<file path="src/rtl/signed_conv_pipe_pkg.sv">
// Shared types and width constants for the signed TC/SM conversion pipeline.
// No logic; imported by the core and the pipeline top.
// Not applicable (package only).
package signed_conv_pipe_pkg;

    typedef enum logic {
        MODE_TC2SM = 1'b0,
        MODE_SM2TC = 1'b1
    } conv_mode_e;

    localparam int DW_DEFAULT        = 16;
    localparam int DW_MIN            = 4;
    localparam int DW_MAX            = 32;
    localparam int OVF_CNT_W_DEFAULT = 8;

endpackage

</file>
<file path="src/rtl/signed_conv_core.sv">
// Combinational TC<->SM converter with most-negative saturation and negative-zero folding.
// Latency: zero (pure combinational).
// No flow control; the enclosing pipeline owns the handshake.
module signed_conv_core
    import signed_conv_pipe_pkg::*;
#(
    parameter int DW = DW_DEFAULT
) (
    input  conv_mode_e      mode,
    input  logic            sign_a,
    input  logic            sign_b,
    input  logic [DW-1:0]   data,
    output logic            res_sign,
    output logic [DW-1:0]   res_data,
    output logic            res_ovf
);

    localparam logic [DW-1:0] ONE      = {{(DW-1){1'b0}}, 1'b1};
    localparam logic [DW-2:0] ONE_LO   = {{(DW-2){1'b0}}, 1'b1};
    localparam logic [DW-1:0] MOST_NEG = {1'b1, {(DW-1){1'b0}}};

    logic [DW-2:0] neg_lo;
    logic [DW-2:0] mag_lo;
    logic [DW-1:0] mag_sm;
    logic [DW-1:0] neg_sm;
    logic          sm_sign;

    // Low DW-1 bits of the DW-wide negation; the sign bit of the magnitude is always 0.
    assign neg_lo  = ~data[DW-2:0] + ONE_LO;
    assign mag_lo  = data[DW-1] ? neg_lo : data[DW-2:0];
    assign mag_sm  = {1'b0, data[DW-2:0]};
    assign neg_sm  = ~mag_sm + ONE;
    assign sm_sign = sign_a ^ sign_b;

    always_comb begin
        res_sign = 1'b0;
        res_data = '0;
        res_ovf  = 1'b0;
        case (mode)
            MODE_TC2SM: begin
                if (data == MOST_NEG) begin
                    res_sign = 1'b1;
                    res_data = {1'b0, {(DW-1){1'b1}}};
                    res_ovf  = 1'b1;
                end else begin
                    res_sign = data[DW-1];
                    res_data = {1'b0, mag_lo};
                end
            end
            MODE_SM2TC: begin
                // Negative zero collapses to +0.
                if (mag_sm != '0) begin
                    res_sign = sm_sign;
                    res_data = sm_sign ? neg_sm : mag_sm;
                end
            end
            default: begin
                res_sign = 1'b0;
            end
        endcase
    end

endmodule

</file>
<file path="src/rtl/signed_conv_pipe.sv">
// Two-stage valid/ready pipeline around signed_conv_core plus a saturating overflow event counter.
// Latency: 2 cycles acceptance to out_valid; 1 result per cycle with out_ready held high.
// Backpressure: out_ready low freezes S2, S1 then fills and in_ready drops combinationally.
module signed_conv_pipe
    import signed_conv_pipe_pkg::*;
#(
    parameter int DW        = DW_DEFAULT,
    parameter int OVF_CNT_W = OVF_CNT_W_DEFAULT
) (
    input  logic                 clk,
    input  logic                 rst,
    input  logic                 in_valid,
    output logic                 in_ready,
    input  logic                 in_mode,
    input  logic                 in_sign_a,
    input  logic                 in_sign_b,
    input  logic [DW-1:0]        in_data,
    output logic                 out_valid,
    input  logic                 out_ready,
    output logic                 out_sign,
    output logic [DW-1:0]        out_data,
    output logic                 out_ovf,
    input  logic                 ovf_clr,
    output logic [OVF_CNT_W-1:0] ovf_count
);

    localparam logic [OVF_CNT_W-1:0] CNT_MAX = {OVF_CNT_W{1'b1}};
    localparam logic [OVF_CNT_W-1:0] CNT_ONE = {{(OVF_CNT_W-1){1'b0}}, 1'b1};

    typedef struct packed {
        logic            valid;
        conv_mode_e      mode;
        logic            sign_a;
        logic            sign_b;
        logic [DW-1:0]   data;
    } capt_t;

    typedef struct packed {
        logic            valid;
        logic            sign;
        logic [DW-1:0]   data;
        logic            ovf;
    } stage_t;

    capt_t                s1;
    stage_t               s2;
    logic                 s1_adv;
    logic                 s2_adv;
    logic                 out_hs;
    logic                 core_sign;
    logic [DW-1:0]        core_data;
    logic                 core_ovf;
    logic [OVF_CNT_W-1:0] ovf_cnt_q;

    assign s2_adv   = !s2.valid || out_ready;
    assign s1_adv   = !s1.valid || s2_adv;
    assign in_ready = s1_adv;
    assign out_hs   = s2.valid && out_ready;

    // Payload registers only load on a real transfer so idle inputs never leak in.
    always_ff @(posedge clk or negedge rst) begin
        if (!rst) begin
            s1 <= '0;
        end else if (s1_adv) begin
            s1.valid <= in_valid;
            if (in_valid) begin
                s1.mode   <= conv_mode_e'(in_mode);
                s1.sign_a <= in_sign_a;
                s1.sign_b <= in_sign_b;
                s1.data   <= in_data;
            end
        end
    end

    signed_conv_core #(
        .DW (DW)
    ) u_core (
        .mode     (s1.mode),
        .sign_a   (s1.sign_a),
        .sign_b   (s1.sign_b),
        .data     (s1.data),
        .res_sign (core_sign),
        .res_data (core_data),
        .res_ovf  (core_ovf)
    );

    always_ff @(posedge clk or negedge rst) begin
        if (!rst) begin
            s2 <= '0;
        end else if (s2_adv) begin
            s2.valid <= s1.valid;
            if (s1.valid) begin
                s2.sign <= core_sign;
                s2.data <= core_data;
                s2.ovf  <= core_ovf;
            end
        end
    end

    // Clear has priority over a coincident counted handshake.
    always_ff @(posedge clk or negedge rst) begin
        if (!rst) begin
            ovf_cnt_q <= '0;
        end else if (ovf_clr) begin
            ovf_cnt_q <= '0;
        end else if (out_hs && s2.ovf && (ovf_cnt_q != CNT_MAX)) begin
            ovf_cnt_q <= ovf_cnt_q + CNT_ONE;
        end
    end

    assign out_valid = s2.valid;
    assign out_sign  = s2.sign;
    assign out_data  = s2.data;
    assign out_ovf   = s2.ovf;
    assign ovf_count = ovf_cnt_q;

endmodule

</file>
<file path="config.mk">
export PLATFORM = sky130hd
export DESIGN_NAME = signed_conv_pipe
export DESIGN_NICKNAME = d
export VERILOG_FILES = /design/src/rtl/signed_conv_pipe_pkg.sv /design/src/rtl/signed_conv_core.sv /design/src/rtl/signed_conv_pipe.sv
export SDC_FILE = /design/constraint.sdc
export NUM_CORES = 1
export LEC_CHECK = 0
export BUFFER_PORTS_ARGS = -buffer_cell sky130_fd_sc_hd__buf_2
export CORE_MARGIN = 5
export CORE_UTILIZATION = 44
export DETAILED_ROUTE_END_ITERATION = 8
export PLACE_DENSITY_LB_ADDON = 0.05
export SKIP_LAST_GASP = 1
export SYNTH_ARGS = -nofsm -noshare
export SYNTH_HDL_FRONTEND = slang
export SYNTH_SLANG_ARGS = --single-unit
</file>
<file path="constraint.sdc">
create_clock -name clk -period 3.5 [get_ports clk]
set_clock_uncertainty 0.1 [all_clocks]
set_input_delay 0.175 -clock clk [delete_from_list [all_inputs] [get_ports clk]]
set_output_delay 0.175 -clock clk [all_outputs]
set_load 0.1 [all_outputs]
</file>
==> flow_summary.json <==
{
  "outcome": "complete, no violations",
  "slew_headroom": 0.320,
  "cts_buffers": 5,
  "crit_type": "reg -> reg",
  "fin_crit_ps": 2780,
  "synthSimpleGateAreaFrac": 0.183,
  "async_reset_ff_frac": 1.00,
  "start_kind": "flip-flop",
  "ff2ff_path_depth": 7,
  "core-area_um2": 5850,
  "track_usage": 0.181,
  "hold_path_class": "in -> reg",
  "drtPass1Iterations": 4,
  "drc": 0,
  "htreeDepth": 2,
  "initial_core_util": 0.445,
  "synth_seq_cells": 47,
  "std_cell_rows": 28,
  "gr-total-overflow": 0,
  "yosys.area_share.adder": 0.00962,
  "synth_edf_count": 0,
  "synth_cell_types": 52,
  "final_common_cell": "buf_2",
  "hold_viol": 0,
  "path_clk_slew_ps": 80,
  "ir_drop_v": 0.000387,
  "nFillCells": 558,
  "ant_nets": 0,
  "startpoint": "s1[1]$_DFFE_PN0P_",
  "final_nets": 355,
  "die_h_um": 86.9,
  "antenna_found_initial": 0,
  "synth_mux_area_frac": 0.0942,
  "synth-main-ff-cell": "dfrtp_1",
  "insertion_delay_ps": 310,
  "maxCapViolCount": 0,
  "grt_pass1_wl_um": 10900,
  "gp_congestion": 0.833,
  "pre_cts_ws_ps": 733,
  "yosysTopAreaCellShare": 0.452,
  "postCtsSetupBuffers": 0,
  "syn_nets": 291,
  "routed_wirelength_um": 6350,
  "power.total_mw": 2.04,
  "reg2reg_slack_ps": 720,
  "hpwl_um": 4430,
  "io_buffers": 51,
  "finalWorstSetupSlack_ps": 718,
  "synth_compound_area_frac": 0.171,
  "cp-end-kind": "flip-flop",
  "final_cells": 405,
  "grt_max_degree": 48,
  "tns_ps": 0,
  "pwr_density_cell_nw_per_um2": 647,
  "vias_per_cell": 5.49,
  "dp.cells": 381,
  "arrival_ps": 2920,
  "rsz0062_at_grt": "false",
  "drt_iter0_drc": 155,
  "p_leak_nw": 1.40,
  "ios": 52,
  "worstPathMaxFanout": 13,
  "ys.warnings.count": 0,
  "setup_viol": 0,
  "syn_inst": 265,
  "drive_above_1_share": 0.270,
  "yosys-top-cells-area": "dfrtp_1 45%, mux2_2 8.7%, nand2_1 4.9%, nor2_1 3.0%, xor2_1 3.0%",
  "synth_area_leader_cell": "dfrtp_1",
  "area_growth_pct": 21.1,
  "vias": 2224,
  "synthXorXnorAreaFrac": 0.0538,
  "slew_violations": 0,
  "cts.sinks": 47,
  "ys_seq_area_frac": 0.452,
  "hold_ws_ps": 9.97,
  "die_x_um": 86.9,
  "grt_pass1_vias": 2159,
  "die-area_um2": 7550,
  "cts_root_buffer": "clkbuf_8",
  "min-delay-start": "in_mode",
  "diodes": 0,
  "synth_top_family_by_area": "simple AND/OR/NAND/NOR gates",
  "clockBufferDepth": 2,
  "r2r_end": "out_data[2]$_DFFE_PN0P_",
  "whs_path_depth": 2,
  "cts_tree": "yes",
  "tightest_slew_ps": 1020,
  "r2r_start": "s1[1]$_DFFE_PN0P_",
  "crit_path_end": "out_data[2]$_DFFE_PN0P_",
  "worstPathRequired_ps": 3640,
  "fmax_mhz": 359,
  "final_cell_mix": "51 x buf_2, 47 x dfrtp_1, 34 x nand2_1",
  "period_share": 0.795,
  "syn-cell-area_um2": 2600,
  "cts_resized": 0,
  "syn-mean-instance-area_um2": 9.82,
  "post_drt_wl_per_cell_um": 15.7
}
## report_power, final
group	total, mW	switching, mW	internal (mW)
Clock	0.324	0.184	0.140
Sequential	0.754	0.112	0.643
Combinational	0.961	0.729	0.232
## timing repair
item | 4_1_cts | 5_1_grt
hold buffers | 16 | 0
hold endpoints to repair | 51 | 0
endpoints found under the setup margin | 0 | 0
## layer usage
| metal | wire, µm | GRT usage |
|---|---|---|
| met1 | 3080 | 0.267 |
| met2 | 2750 | 0.266 |
| met3 | 425 | 0.0378 |
| met4 | 99 | 0.0524 |
| met5 | 0 | 0 |
## worst min path at each step
stage	to	slack, ps
after CTS	s1[4]$_DFFE_PN0P_	0.9
after floorplan	out_data[0]$_DFFE_PN0P_	-220
after global placement	s1[19]$_DFFE_PN0N_	300
after detailed placement	s1[19]$_DFFE_PN0N_	300
final	s1[18]$_DFFE_PN0P_	10
after global routing	s1[4]$_DFFE_PN0P_	4
## stage by stage
step / util / cell area, µm²
global placement: 0.497 / 2910
global route: 0.538 / 3150
detailed placement: 0.497 / 2910
finish: 0.538 / 3150
CTS: 0.538 / 3150
floorplan: - / 2600
## critical path, stage by stage, from the launching register on
cell	delay, ps
dfrtp_1	430
inv_1	70
ha_1	190
or3b_2	580
or4_4	650
a211o_1	340
a221oi_2	250
a21o_1	110
## flip-flops by register name, indices dropped and copies added, names as in the netlist
| register | flops |
|---|---|
| out_data | 16 |
| out_sign | 1 |
| out_valid | 1 |
| s1 | 20 |
| ovf_count | 8 |
| out_ovf | 1 |
## synthesized netlist by cell type (7+ instances only)
master    instances
xor2_1            9
o211ai_1          8
nand2_1          34
clkbuf_1          8
mux2_2           20
o21ai_0          14
dfrtp_1          47
nand3_1           7
xnor2_1           7
a21oi_1           7
nor2_1           21
## cell families after synthesis
| kind of cell | Yosys count |
|---|---|
| fa+ha+maj | 2 |
| xor+xnor | 16 |
| mux | 22 |
| simple gates | 97 |
| flops | 47 |
| compound gates | 62 |
| buf+inv | 19 |
## area by class of cell
type / instances / area (µm²) / share of cell area
Clock inverter: 2 / 12.5 / 0.00397
Sequential cell: 47 / 1180 / 0.373
Clock buffer: 6 / 72.6 / 0.0230
Timing Repair Buffer: 71 / 445 / 0.141
Tap cell: 75 / 93.8 / 0.0298
Multi-Input combinational cell: 199 / 1330 / 0.423
Inverter: 5 / 18.8 / 0.00596
Power figures use the tool's default switching activity.
